===== src/rtl/key_pulse_pkg.sv =====
// ---------------------------------------------------------------------------
// key_pulse_pkg
//   Shared definitions for the push-button to direction-pulse front end.
//   - arb_state_t : arbiter / lockout FSM states
//   - DIR_*       : bit index of each direction in the internal 4-bit vectors
//   - DEF_*       : default debounce and lockout lengths in clk cycles
//   - pick_dir    : fixed-priority (U > D > L > R) one-hot select
// ---------------------------------------------------------------------------
package key_pulse_pkg;

    typedef enum logic {
        ST_IDLE = 1'b0,
        ST_LOCK = 1'b1
    } arb_state_t;

    localparam int NUM_DIR = 4;
    localparam int DIR_U   = 0;
    localparam int DIR_D   = 1;
    localparam int DIR_L   = 2;
    localparam int DIR_R   = 3;

    localparam int DEF_DEB_CYC  = 1000000;
    localparam int DEF_LOCK_CYC = 4;

    // Keeps only the highest-priority request; the others are simply lost.
    function automatic logic [NUM_DIR-1:0] pick_dir(input logic [NUM_DIR-1:0] req);
        logic [NUM_DIR-1:0] sel;
        sel = '0;
        if (req[DIR_U]) begin
            sel[DIR_U] = 1'b1;
        end else if (req[DIR_D]) begin
            sel[DIR_D] = 1'b1;
        end else if (req[DIR_L]) begin
            sel[DIR_L] = 1'b1;
        end else if (req[DIR_R]) begin
            sel[DIR_R] = 1'b1;
        end
        return sel;
    endfunction

endpackage


===== src/rtl/debounce_cell.sv =====
// ---------------------------------------------------------------------------
// debounce_cell
//   One push-button channel: 2-flop synchronizer, mismatch counter and
//   debounced level. A new level is accepted only after the synchronized
//   input has disagreed with the current level for DEB_CYC consecutive
//   cycles; any agreement in between restarts the count.
//
//   Ports
//     clk  : system clock, rising edge
//     clr  : asynchronous active-high reset
//     btn  : raw asynchronous button, high = pressed
//     rise : registered one-cycle strobe when the debounced level goes 0->1
// ---------------------------------------------------------------------------
module debounce_cell
    import key_pulse_pkg::*;
#(
    parameter int DEB_CYC = DEF_DEB_CYC
) (
    input  logic clk,
    input  logic clr,
    input  logic btn,
    output logic rise
);

    localparam int CW = $clog2(DEB_CYC);
    localparam logic [CW-1:0] CNT_TC = CW'(DEB_CYC - 1);

    logic [1:0]    sync_q;
    logic          level;
    logic [CW-1:0] cnt;
    logic          sync_val;

    assign sync_val = sync_q[1];

    // The counter tops out at DEB_CYC-1: either the level is accepted there
    // or a match clears it first, so it can never wrap.
    always_ff @(posedge clk or posedge clr) begin
        if (clr) begin
            sync_q <= '0;
            level  <= 1'b0;
            cnt    <= '0;
            rise   <= 1'b0;
        end else begin
            sync_q <= {sync_q[0], btn};
            rise   <= 1'b0;
            if (sync_val != level) begin
                if (cnt == CNT_TC) begin
                    level <= sync_val;
                    cnt   <= '0;
                    // Only a new pressed level is an event; release is silent.
                    rise  <= sync_val;
                end else begin
                    cnt <= cnt + CW'(1);
                end
            end else begin
                cnt <= '0;
            end
        end
    end

endmodule


===== src/rtl/key_pulse_gen.sv =====
// ---------------------------------------------------------------------------
// key_pulse_gen
//   Turns four raw direction buttons into registered single-cycle pulses for
//   the move controller. Each button is debounced by its own debounce_cell;
//   a small arbiter accepts one press at a time (U > D > L > R) and then
//   ignores all presses for LOCK_CYC cycles, counting the pulse cycle.
//
//   state   | meaning
//   --------+---------------------------------------------------------------
//   ST_IDLE | waiting for a debounced press event
//   ST_LOCK | pulse issued; lock_cnt counts down the remaining lockout cycles
//
//   Ports
//     clk                         : system clock, rising edge
//     clr                         : asynchronous active-high reset
//     btn_u, btn_d, btn_l, btn_r  : raw asynchronous buttons, high = pressed
//     U, D, L, R                  : registered, mutually exclusive 1-cycle pulses
// ---------------------------------------------------------------------------
module key_pulse_gen
    import key_pulse_pkg::*;
#(
    parameter int DEB_CYC  = DEF_DEB_CYC,
    parameter int LOCK_CYC = DEF_LOCK_CYC
) (
    input  logic clk,
    input  logic clr,
    input  logic btn_u,
    input  logic btn_d,
    input  logic btn_l,
    input  logic btn_r,
    output logic U,
    output logic D,
    output logic L,
    output logic R
);

    localparam int LW = $clog2(LOCK_CYC);
    // Loaded on the pulse edge so that lock_cnt reads 0 in the last lockout
    // cycle; the FSM leaves LOCK on that cycle's closing edge.
    localparam logic [LW-1:0] LOCK_LOAD = LW'(LOCK_CYC - 1);

    logic [NUM_DIR-1:0] btn_vec;
    logic [NUM_DIR-1:0] press_ev;

    arb_state_t         state, state_nxt;
    logic [LW-1:0]      lock_cnt, lock_cnt_nxt;
    logic [NUM_DIR-1:0] pulse_q, pulse_nxt;

    always_comb begin
        btn_vec        = '0;
        btn_vec[DIR_U] = btn_u;
        btn_vec[DIR_D] = btn_d;
        btn_vec[DIR_L] = btn_l;
        btn_vec[DIR_R] = btn_r;
    end

    for (genvar gi = 0; gi < NUM_DIR; gi++) begin : g_deb
        debounce_cell #(
            .DEB_CYC (DEB_CYC)
        ) u_deb (
            .clk  (clk),
            .clr  (clr),
            .btn  (btn_vec[gi]),
            .rise (press_ev[gi])
        );
    end

    always_ff @(posedge clk or posedge clr) begin
        if (clr) begin
            state    <= ST_IDLE;
            lock_cnt <= '0;
            pulse_q  <= '0;
        end else begin
            state    <= state_nxt;
            lock_cnt <= lock_cnt_nxt;
            pulse_q  <= pulse_nxt;
        end
    end

    // Press events are single-cycle strobes, so anything not taken in the
    // cycle it appears is dropped for good and a held button cannot re-fire.
    always_comb begin
        state_nxt    = state;
        lock_cnt_nxt = lock_cnt;
        pulse_nxt    = '0;
        case (state)
            ST_IDLE: begin
                if (|press_ev) begin
                    pulse_nxt    = pick_dir(press_ev);
                    lock_cnt_nxt = LOCK_LOAD;
                    state_nxt    = ST_LOCK;
                end
            end
            ST_LOCK: begin
                if (lock_cnt == '0) begin
                    state_nxt = ST_IDLE;
                end else begin
                    lock_cnt_nxt = lock_cnt - LW'(1);
                end
            end
            default: begin
                state_nxt    = ST_IDLE;
                lock_cnt_nxt = '0;
            end
        endcase
    end

    assign U = pulse_q[DIR_U];
    assign D = pulse_q[DIR_D];
    assign L = pulse_q[DIR_L];
    assign R = pulse_q[DIR_R];

endmodule


===== config.mk =====
export PLATFORM = sky130hd
export DESIGN_NAME = key_pulse_gen
export DESIGN_NICKNAME = d
export VERILOG_FILES = /design/src/rtl/key_pulse_pkg.sv /design/src/rtl/debounce_cell.sv /design/src/rtl/key_pulse_gen.sv
export SDC_FILE = /design/constraint.sdc
export NUM_CORES = 1
export LEC_CHECK = 0
export CAP_MARGIN = 20
export CORE_ASPECT_RATIO = 2
export CORE_MARGIN = 4
export CORE_UTILIZATION = 56
export CTS_CLUSTER_SIZE = 16
export DETAILED_ROUTE_END_ITERATION = 12
export GPL_TIMING_DRIVEN = 0
export PLACE_DENSITY = 0.76
export REMOVE_ABC_BUFFERS = 1
export SLEW_MARGIN = 20
export SYNTH_ARGS = -nofsm -noshare
export SYNTH_HDL_FRONTEND = slang
export SYNTH_SLANG_ARGS = --single-unit

===== constraint.sdc =====
create_clock -name clk -period 3.6 [get_ports clk]
set_input_delay 0.72 -clock clk [delete_from_list [all_inputs] [get_ports clk]]
set_output_delay 0.72 -clock clk [all_outputs]
set_load 0.01 [all_outputs]

Word level (Yosys, flattened, before mapping)
Cells that the tools add are included.
- add/sub/neg operators: 5
- equality and inequality tests: 10
- mux-type cells: 31
- bitwise gates (word level): 1
- reduce and logical (&&, ||, !) cells: 7
- operators with widths (operator ; count):
    $mux 20 ; 8
    $add 20x1->20 const B ; 4
    $eq 20x20->1 const B ; 4
    $mux 1 ; 15
    $reduce_and 2->1 ; 5
    $mux 4 ; 2
    $mux 2 ; 3
    $ne 1x1->1 ; 4
    $ne 2x2->1 const B ; 2
    $pmux 2 s2 ; 1
    $reduce_or 4->1 ; 1
    $mux 3 ; 1
    $logic_not 2->1 ; 1
    $pmux 1 s2 ; 1
    $sub 2x1->2 const B ; 1
    $not 1->1 ; 1
- register bits: 103
- input bits: 6
- output and inout port bits: 4
- logic and storage cells: 73

Depth between registers and ports, before layout
Gate-level depths: netlist of run 1.
- depth after elaboration: 6
- mapped depth: 6
- depth with buffers taken out: 5

Cells and area by module
Synthesis of run 1 repeated with hierarchy kept, for this count alone.
- cells, all modules: 456
- area, all modules: 4997.3 µm²
- by module, submodules not included (module ; instances ; cells each ; area each (µm²) ; sequential area each (µm²)):
    debounce_cell at g_deb[0].u_deb ... ; 3 ; 108 ; 1188.6 ; 600.6
    debounce_cell at g_deb[1].u_deb ; 1 ; 110 ; 1147.4 ; 600.6
    key_pulse_gen ; 1 ; 22 ; 284.0 ; 175.2

Least setup slack after synthesis of run 1
Ideal clock, no wire load.
- path kind: register to register
- from: register g_deb[2].u_deb.cnt[6]
- to: register g_deb[2].u_deb.level
- setup time: 125 ps
- arrival time: 1860 ps
- data required time: 3475 ps
- path slack: 1615 ps
- cell stages (with the launch flop): 5
- buffers on the path: 0
- period minus slack after synthesis: 1985 ps
- cells stage by stage: dfrtp_1 or4b_1 or4_1 nor2_1 mux2_2
- longest elaborated chain between the ends: 2
- ends and longest elaborated chain (element ; RTL line ; text):
    start, declared ; debounce_cell.sv:30 ; logic [CW-1:0] cnt;
    start signal, assigned ; debounce_cell.sv:53 ; cnt <= cnt + CW'(1);
    $eq 20x20->1 ; debounce_cell.sv:47 ; if (cnt == CNT_TC) begin
    $reduce_and 2->1 (no line) ; n/a ;
    end signal, assigned ; debounce_cell.sv:48 ; level <= sync_val;
    end, declared ; debounce_cell.sv:29 ; logic level;
No other way between the ends.
A chain may end at the register's enable or synchronous reset.

Final worst setup path of run 1
- from: register g_deb[2].u_deb.cnt[6]
- to: register g_deb[2].u_deb.cnt[8]
- longest elaborated chain between the ends: 3
- elaborated cells between the ends (all ways): 4
- classes of those cells: add/sub: 1; eq/ne: 1; mux: 2
- ends and longest elaborated chain (element ; RTL line ; text):
    $add 20x1->20 or $eq 20x20->1 (tied branches) ; debounce_cell.sv:53, debounce_cell.sv:47 ;
    $mux 20 * ; debounce_cell.sv:47 ;
    $mux 20 * ; debounce_cell.sv:46 ; if (sync_val != level) begin
Every way passes the cells marked *; elsewhere a longest branch is shown, timed or not.

==> run metrics, run 1 <==
Hold Buf Count CTS 0; critical-path cell list or4b_1, or4_1, o21ai_2, nor2_1; top cells by count, synth dfrtp_1 (103), nor2_1 (67), nand3_1 (31); 1st-iter DRT viols 155; CORE AREA approximately 8300 sq um; ant diodes 0; Post-Synthesis Cells between 400 and 500; Port-buffer cells 9; mapped cell area 4760 sq um; Slew Limit Fails 0; Critical Path AT 2.69 ns; register area share after synthesis 54.1%; later-pin clock latency in the skew report 0.34 ns; Worst Path Required 3.78 ns; status finished clean; fin crit share 69.7%; Crit-path slowest cell o21ai_2; synth unique cells 39; top-count cell post-synth dfrtp_1; grt ovf 0; Pwr Density 445 nW/um^2; GP Congestion 0.766; largest net degree at the start of global routing 64; post-cts resize count 0; final hold slack 0.351 ns; Max stage delay on crit path 0.71 ns; fmax 398 MHz; total power draw 2.38 mW; DR DRC count 0; Syn. warnings 0; clock slew at reported path FFs 0.07 ns; share of cells above drive strength 1 7.00%; Vias 3433; chip height around 140 um; DRT Wirelength 8.67 mm; crit path max fanout 20; leading area contributor after synthesis dfrtp_1; Main synth FF type dfrtp_1; clk_skew 0.00785 ns; clock sink count 103; die area roughly 10000 sq um; worst slew pin tran between 0.8 and 0.9 ns; Routed Antenna Nets 0; initial antenna violation count 0; total CTS buffers 9; first-pass GRT wire length about 15 mm; Synth area leaders dfrtp_1 (54%), nor2_1 (5.3%), xnor2_1 (4.8%); WS Path Type reg -> reg; Avg Cell Area, Syn ~10 sq um; Final Hold Fails 0; area fraction of the dominant cell type after synthesis 54.1%; Hold WC Path Type reg -> reg; Final HPWL DP 5.82 mm; # IOs 10; CP startpoint kind flip-flop; crit path time final 2.51 ns; clock tree buffer depth 2; Post-Route Setup TNS 0 ns; num rows 47; CTS tree built; vias in the first global route 3588; Slew HR 41.1%; CP Capture Type flip-flop; chip width 73.2 um; Yosys reg bits 103; unrepaired setup endpoints after global routing no; count of final setup violators 0; postcts setup bufs 0; EDFF count, synth 0; VDD IR max 0.000370 V; Root Buffer clkbuf_16; Layout area overhead 12.2%; final net count 492; WL per Instance around 15 um; via density per instance 5.88; Lkg Pwr 2.20 nW; depth of the CTS H-tree 3; starting density of the core between 50% and 60%; ys async rst share 100%; drt pass-1 iters 5; max cap viols 0; GRT Util Overall 18.7%
layout make-up:
type / count / area, sq um
well taps: 98 / 123
multi-input cells: 335 / 2070
inverters: 21 / 83.8
fillers: 654 / 2950
flip-flops and latches: 103 / 2580
clock inverters: 5 / 104
clock buffers: 11 / 253
repair buffers: 11 / 129
metrics by stage:
stage	instances	util (%)	area (sq um)	setup slack (ns)
finish	584	64.4	5340	1.09
global route	584	64.4	5340	0.926
CTS	584	64.4	5340	1.07
detailed placement	568	60.1	4990	1.14
global placement	566	59.3	4920	-1.23
floorplan	459	-	4700	0.176
flip-flops by register name (all words and copies together) (netlist names):
signal	flops
g_deb.u_deb.cnt	80
g_deb.u_deb.level	4
g_deb.u_deb.rise	4
g_deb.u_deb.sync_q	8
lock_cnt	2
pulse_q	4
state	1
worst paths after layout:
kind	start	to	slack, ns	depth (start not counted)
min in group asynchronous	clr	g_deb[0].u_deb.cnt[17]$_DFF_PP0_	0.76	2
worst min-delay path	g_deb[0].u_deb.sync_q[0]$_DFF_PP0_	g_deb[0].u_deb.sync_q[1]$_DFF_PP0_	0.35	0
max in group asynchronous	clr	g_deb[3].u_deb.cnt[13]$_DFF_PP0_	2.22	3
worst max register to register	g_deb[2].u_deb.cnt[6]$_DFF_PP0_	g_deb[2].u_deb.cnt[8]$_DFF_PP0_	1.09	4
worst min register to register	g_deb[0].u_deb.sync_q[0]$_DFF_PP0_	g_deb[0].u_deb.sync_q[1]$_DFF_PP0_	0.35	0
worst max-delay path	g_deb[2].u_deb.cnt[6]$_DFF_PP0_	g_deb[2].u_deb.cnt[8]$_DFF_PP0_	1.09	4
cells in the final DEF (no fill, tap or decap), drive strengths merged, types with 5 or more instances in the layout:
master	count
o31ai	11
o21ai	18
nor2	67
and3	11
nor3	10
inv	21
nand4	15
or3	12
xnor2	26
a21oi	24
xor2	26
ha	5
dfrtp	103
nand2	22
nand3	33
clkdlybuf4s50	9
nor4	10
clkbuf	11
or4	17
per-layer routing:
metal  share of wire (%)  wire length, um  GRT usage [%]
met3                 1.9              165           3.34
met2                  56             4810           32.7
met5                   0                0              0
met4                 2.5              215           9.53
met1                  40             3470           20.7
critical path: cells and delay by family, from the launching register on:
family,cells,cell delay (ns)
DFF,1,0.43
and+or+nand+nor,3,1.21
AOI/OAI and AO/OA,1,0.71
kinds of logic after synthesis:
kind of cell | count (synthesis) | share of synthesized area, %
AOI/OAI and AO/OA | 55 | 6.60
xor gates and xnor gates | 52 | 9.56
adders and majority gates | 5 | 1.31
buffers and inverters | 34 | 2.86
DFF | 103 | 54.1
muxes | 5 | 1.13
and+or+nand+nor | 218 | 24.4
power by group:
part | total [mW] | leakage (nW) | internal [mW] | switching, mW
clock | 1.12 | 0.176 | 0.717 | 0.405
sequential | 1.19 | 1.41 | 1.17 | 0.0151
combinational | 0.0697 | 0.612 | 0.0221 | 0.0476
Power figures use the tool's default switching activity.
==> run 2: changes to the inputs <==
--- a/config.mk
+++ b/config.mk
@@ -8,11 +8,11 @@
 export CAP_MARGIN = 20
 export CORE_ASPECT_RATIO = 2
 export CORE_MARGIN = 4
-export CORE_UTILIZATION = 56
+export CORE_UTILIZATION = 60
 export CTS_CLUSTER_SIZE = 16
 export DETAILED_ROUTE_END_ITERATION = 12
 export GPL_TIMING_DRIVEN = 0
-export PLACE_DENSITY = 0.76
+export PLACE_DENSITY = 0.77
 export REMOVE_ABC_BUFFERS = 1
 export SLEW_MARGIN = 20
 export SYNTH_ARGS = -nofsm -noshare
==> constraint.sdc (replaced) <==
create_clock -name clk -period 2.5 [get_ports clk]
set_input_delay 0.5 -clock clk [delete_from_list [all_inputs] [get_ports clk]]
set_output_delay 0.5 -clock clk [all_outputs]
set_load 0.01 [all_outputs]
==> run 2 against run 1 <==
Against the previous run:
- die area decreased by 6.1%
- hold slack got worse by 0.0070 ns
- maximum frequency increased by 11%
- total power increased by 33%
- utilization increased by 4.5 points
- register-to-register slack got worse by 0.84 ns
- final area decreased by 1.2%
- critical path type unchanged
- largest power group unchanged
==> run metrics, run 2 (synthesis results as in run 1) <==
status finished clean; starting density of the core 62.2% (+4.8 points); Hold Buf Count CTS 0 (unchanged); unrepaired setup endpoints after global routing no; CP startpoint kind flip-flop; worst r2r src g_deb[2].u_deb.cnt[6]$_DFF_PP0_; crit path max fanout 20 (unchanged); clk_skew 0.0107 ns (+0.00281 ns); Root Buffer clkbuf_16; VDD IR max 0.000470 V (+27%); hold_sp g_deb[0].u_deb.sync_q[0]$_DFF_PP0_; grt ovf 0 (unchanged); clock sink count 103 (unchanged); chip width 71.0 um (-3.0%); # IOs 10 (unchanged); clock slew at reported path FFs 0.07 ns (about the same); WL per Instance 15.1 um (+2.0%); post-route insts no fill 580 (-0.68%); CP bufs+invs 0 (unchanged); Port-buffer cells 9 (unchanged); die area 9510 sq um (-6.1%); design area 5280 sq um (-1.2%); worst reg-to-reg path cell count 4 (unchanged); worst setup path start g_deb[2].u_deb.cnt[6]$_DFF_PP0_; final net count 492 (unchanged); max FFs per register 80 (unchanged); later-pin clock latency in the skew report 0.34 ns (about the same); GRT Util Overall 20.4% (+1.8 points); Max stage delay on crit path 0.59 ns (-0.12 ns); Lkg Pwr 2.17 nW (-1.5%); Slew HR 46.8% (+5.6 points); total CTS buffers 9 (unchanged); 1st-iter DRT viols 231 (+49%); vias in the first global route 3687 (+2.8%); final hold slack 0.345 ns (-0.00697 ns); Worst Path Required 2.70 ns (-1.08 ns); fin crit share 90.1% (+20 points); max cap viols 0 (unchanged); Slew Limit Fails 0 (unchanged); GP Congestion 0.823 (+7.5%); critical-path cell list or4b_1, or4_1, o21ai_4, nor2_1; Routed Antenna Nets 0 (unchanged); Regs by FF count g_deb.u_deb.cnt x80, g_deb.u_deb.sync_q x8; Post-Route Setup TNS 0 ns (unchanged); Critical Path AT 2.45 ns (-0.24 ns); Layout area overhead 10.9%; WS Path Type reg -> reg; worst slew pin tran 0.798 ns (-0.0845 ns); clock tree buffer depth 2 (unchanged); count of final setup violators 0 (unchanged); placed cells 564 (-0.70%); Fillers 631 (-3.5%); Final Hold Fails 0 (unchanged); Crit-path slowest cell or4_1; CTS tree built; fmax 444 MHz (+11%); Levels on crit path 4 (unchanged); chip height 134 um (-3.2%); Most flops, register g_deb.u_deb.cnt; via density per instance 5.99 (+2.0%); ant diodes 0 (unchanged); Hold Crit Depth 0 (unchanged); Vias 3476 (+1.3%); first-pass GRT wire length 15.8 mm (+3.3%); initial antenna violation count 0 (unchanged); CORE AREA 7660 sq um (-7.7%); most frequent cells in the layout dfrtp_1 (103), nor2_1 (67), nand3_1 (31); drt pass-1 iters 4 (-1); share of cells above drive strength 1 6.79% (-0.21 points); num rows 45 (-4.3%); DR DRC count 0 (unchanged); depth of the CTS H-tree 3 (unchanged); crit path time final 2.25 ns (-0.258 ns); CP Capture Type flip-flop; Placed Instance Area 4980 sq um (-0.18%); largest net degree at the start of global routing 80 (+25%); Pwr Density 600 nW/um^2 (+35%); Hold WC Path Type reg -> reg; Final HPWL DP 5.91 mm (+1.6%); commonest non-fill, non-tap cell in the layout dfrtp_1; CP delay by family, top simple AND/OR/NAND/NOR gates; DRT Wirelength 8.78 mm (+1.3%)
-- run 2: area by class of cell --
class                           instances  area [sq um]  share of cell area (%)
Clock inverter                          6          61.3                    1.16
Multi-Input combinational cell        335          2080                    39.4
Inverter                               21          83.8                    1.59
Tap cell                               94           118                    2.23
Clock buffer                           10           229                    4.34
Timing Repair Buffer                   11           129                    2.44
Sequential cell                       103          2580                    48.8
-- run 2: worst paths after layout --
check | endpoint | slack [ns]
max | g_deb[2].u_deb.cnt[11]$_DFF_PP0_ | 0.25
min | g_deb[0].u_deb.sync_q[1]$_DFF_PP0_ | 0.34
max reg2reg | g_deb[2].u_deb.cnt[11]$_DFF_PP0_ | 0.25
min reg2reg | g_deb[0].u_deb.sync_q[1]$_DFF_PP0_ | 0.34
max in group asynchronous | g_deb[1].u_deb.cnt[2]$_DFF_PP0_ | 1.36
min in group asynchronous | g_deb[0].u_deb.cnt[10]$_DFF_PP0_ | 0.50
-- run 2: stage by stage --
stage | util (%) | setup WS, ns | power, mW
after global placement | 64.2 | -2.14 | 1.83
after detailed placement | 65.0 | 0.0178 | 1.85
after floorplan | - | -0.704 | 1.80
after global routing | 68.9 | 0.126 | 3.31
after CTS | 68.8 | 0.0137 | 3.20
final | 68.9 | 0.248 | 3.17
-- run 2: worst reg2reg max path, delay by kind of cell, from the launching register on --
| family | cells | cell delay [ns] |
|---|---|---|
| and+or+nand+nor | 3 | 1.21 |
| AOI/OAI and AO/OA | 1 | 0.48 |
| DFF | 1 | 0.43 |
-- run 2: layer usage --
metal / up-vias / share of wire (%) / GRT usage (%)
met5: - / 0 / 0
met4: 0 / 2.0 / 8.47
met3: 16 / 2.3 / 4.28
met2: 47 / 57 / 37.6
met1: 1743 / 39 / 22.1
li1: 1670 / - / -
-- run 2: repair_timing --
item                       CTS  global route
setup buffers                0             0
setup endpoints to repair    0            20
gates resized for setup      0             1
-- run 2: power by group --
group | total (mW) | internal (mW) | switching, mW
logic | 0.102 | 0.0322 | 0.0701
registers | 1.71 | 1.69 | 0.0221
clock network | 1.36 | 0.772 | 0.585
==> run 3: changes to the inputs <==
==> constraint.sdc (replaced) <==
create_clock -name clk -period 2.79 [get_ports clk]
set_input_delay 0.558 -clock clk [delete_from_list [all_inputs] [get_ports clk]]
set_output_delay 0.558 -clock clk [all_outputs]
set_load 0.01 [all_outputs]
==> run 3 against run 2 <==
Against the previous run:
- via count shrank 0.83%
- sequential cell count stayed put
- sequential share of layout area rose by 0.069 points
- largest power group unchanged
- final area fell by 0.14%
- die area unchanged
- largest cell class unchanged
- combinational power decreased by 11%
- first-iteration DRC count decreased by 7.8%
- clock power shrank 10%
- worst setup slack gained 0.077 ns
- critical endpoint unchanged
- critical path depth did not move
- wire length increased by 0.21%
==> run metrics, run 3 (synthesis results as in run 1) <==
status finished clean; reg2reg setup slack 0.32 ns (+0.08 ns); Vias 3447 (-0.83%); Regs by FF count g_deb.u_deb.cnt x80, g_deb.u_deb.sync_q x8; multi-input logic area 2070 sq um (-0.36%); final hold slack 0.345 ns (+0.000316 ns); Hold Buf Count CTS 0 (unchanged); Final HPWL DP 5.91 mm (unchanged); register area 2580 sq um (unchanged); Reg-to-Reg End g_deb[2].u_deb.cnt[11]$_DFF_PP0_; WL per Instance 15.2 um (+0.21%); clock tree buffer depth 2 (unchanged); most frequent cells in the layout dfrtp_1 (103), nor2_1 (67), nand3_1 (31); crit path time final 2.47 ns (+0.213 ns); Slew HR 43.1% (-3.7 points); Post-Route Setup TNS 0 ns (unchanged); worst r2r src g_deb[2].u_deb.cnt[6]$_DFF_PP0_; clock slew at reported path FFs 0.07 ns (about the same); largest net degree at the start of global routing 80 (unchanged); total CTS buffers 9 (unchanged); post-cts resize count 0 (unchanged); post-route insts no fill 580 (unchanged); Lkg Pwr 2.17 nW (about the same); clk_skew 0.0115 ns (+0.000868 ns); chip width 71.0 um (unchanged); Port-buffer cells 9 (unchanged); fin crit share 88.4% (-1.7 points); WS Path Type reg -> reg; vias in the first global route 3687 (unchanged); Layout area overhead 10.7%; fmax 406 MHz (-8.7%); unrepaired setup endpoints after global routing no; worst slew pin tran 0.853 ns (+0.0548 ns); commonest non-fill, non-tap cell in the layout dfrtp_1; VDD IR max 0.000421 V (-10%); total power draw 2.84 mW (-10%); final net count 492 (unchanged); CP startpoint kind flip-flop; Slew Limit Fails 0 (unchanged); later-pin clock latency in the skew report 0.35 ns (about the same); Root Buffer clkbuf_16; worst setup path start g_deb[2].u_deb.cnt[6]$_DFF_PP0_; die area 9510 sq um (unchanged); share of cells above drive strength 1 6.79% (unchanged); chip height 134 um (unchanged); count of final setup violators 0 (unchanged); initial antenna violation count 0 (unchanged); max cap viols 0 (unchanged); Final Hold Fails 0 (unchanged); Pwr Density 539 nW/um^2 (-10%); GP Congestion 0.823 (unchanged); worst reg-to-reg path cell count 4 (unchanged); drt pass-1 iters 4 (unchanged); num rows 45 (unchanged); starting density of the core 62.2% (unchanged); first-pass GRT wire length 15.8 mm (unchanged); DR DRC count 0 (unchanged); # IOs 10 (unchanged); clock sink count 103 (unchanged); Hold WC Path Type reg -> reg; Most flops, register g_deb.u_deb.cnt; GRT Util Overall 20.4% (unchanged); Fillers 632 (+0.16%); depth of the CTS H-tree 3 (unchanged); via density per instance 5.94 (-0.83%); ant diodes 0 (unchanged); crit path max fanout 20 (unchanged); CORE AREA 7660 sq um (unchanged); CTS tree built; Critical Path End g_deb[2].u_deb.cnt[11]$_DFF_PP0_; grt ovf 0 (unchanged); Worst Path Required 2.98 ns (+0.28 ns); DRT Wirelength 8.80 mm (+0.21%); postcts setup bufs 0 (unchanged); CP Capture Type flip-flop; Routed Antenna Nets 0 (unchanged); Critical Path AT 2.66 ns (+0.21 ns); placed cells 564 (unchanged); 1st-iter DRT viols 213 (-7.8%); max FFs per register 80 (unchanged)
==> run 3: cell counts in the layout (fill, tap and decap cells not counted) <==
No cell type changed its count.
==> run 3: metal layers <==
layer | global-route usage, % | routed length (um)
met5 | 0 | 0
met4 | 8.47 | 174
met3 | 4.28 | 210
met2 | 37.6 | 5000
met1 | 22.1 | 3410
==> run 3: power by group <==
group | switching [mW] | leakage [nW] | internal, mW
Clock | 0.525 | 0.142 | 0.692
Combinational | 0.0626 | 0.612 | 0.0285
Sequential | 0.0199 | 1.41 | 1.51
==> run 3: worst min-delay path by stage <==
| stage | cells past startpoint | end | slack [ns] | from |
|---|---|---|---|---|
| 2_1_floorplan | 0 | g_deb[0].u_deb.sync_q[1]$_DFF_PP0_ | 0.33 | g_deb[0].u_deb.sync_q[0]$_DFF_PP0_ |
| 3_3_place_gp | 0 | g_deb[3].u_deb.sync_q[1]$_DFF_PP0_ | 0.33 | g_deb[3].u_deb.sync_q[0]$_DFF_PP0_ |
| 3_5_place_dp | 0 | g_deb[3].u_deb.sync_q[1]$_DFF_PP0_ | 0.33 | g_deb[3].u_deb.sync_q[0]$_DFF_PP0_ |
| 4_1_cts | 0 | g_deb[0].u_deb.sync_q[1]$_DFF_PP0_ | 0.35 | g_deb[0].u_deb.sync_q[0]$_DFF_PP0_ |
| 5_1_grt | 0 | g_deb[0].u_deb.sync_q[1]$_DFF_PP0_ | 0.36 | g_deb[0].u_deb.sync_q[0]$_DFF_PP0_ |
| 6_report | 0 | g_deb[0].u_deb.sync_q[1]$_DFF_PP0_ | 0.34 | g_deb[0].u_deb.sync_q[0]$_DFF_PP0_ |
==> run 3: critical path, stage by stage, from the launching register on <==
cell and delay, ns:
dfrtp_1 0.43, or4b_1 0.50, or4_1 0.57, o21ai_2 0.69
nor2_1 0.12
==> run 3: per-stage QoR <==
stage                     utilization (%)  instance area (sq um)  worst slack, ns
after detailed placement             65.0                   4980            0.308
after CTS                            68.8                   5270            0.304
after floorplan                         -                   4700           -0.472
final                                68.8                   5270            0.325
after global routing                 68.8                   5270            0.185
after global placement               64.2                   4910            -1.91
==> run 3: cell type report <==
cell class                      instances  area share (%)
Clock buffer                           10            4.34
Clock inverter                          6            1.16
Inverter                               21            1.59
Multi-Input combinational cell        335            39.3
Sequential cell                       103            48.9
Tap cell                               94            2.23
Timing Repair Buffer                   11            2.44
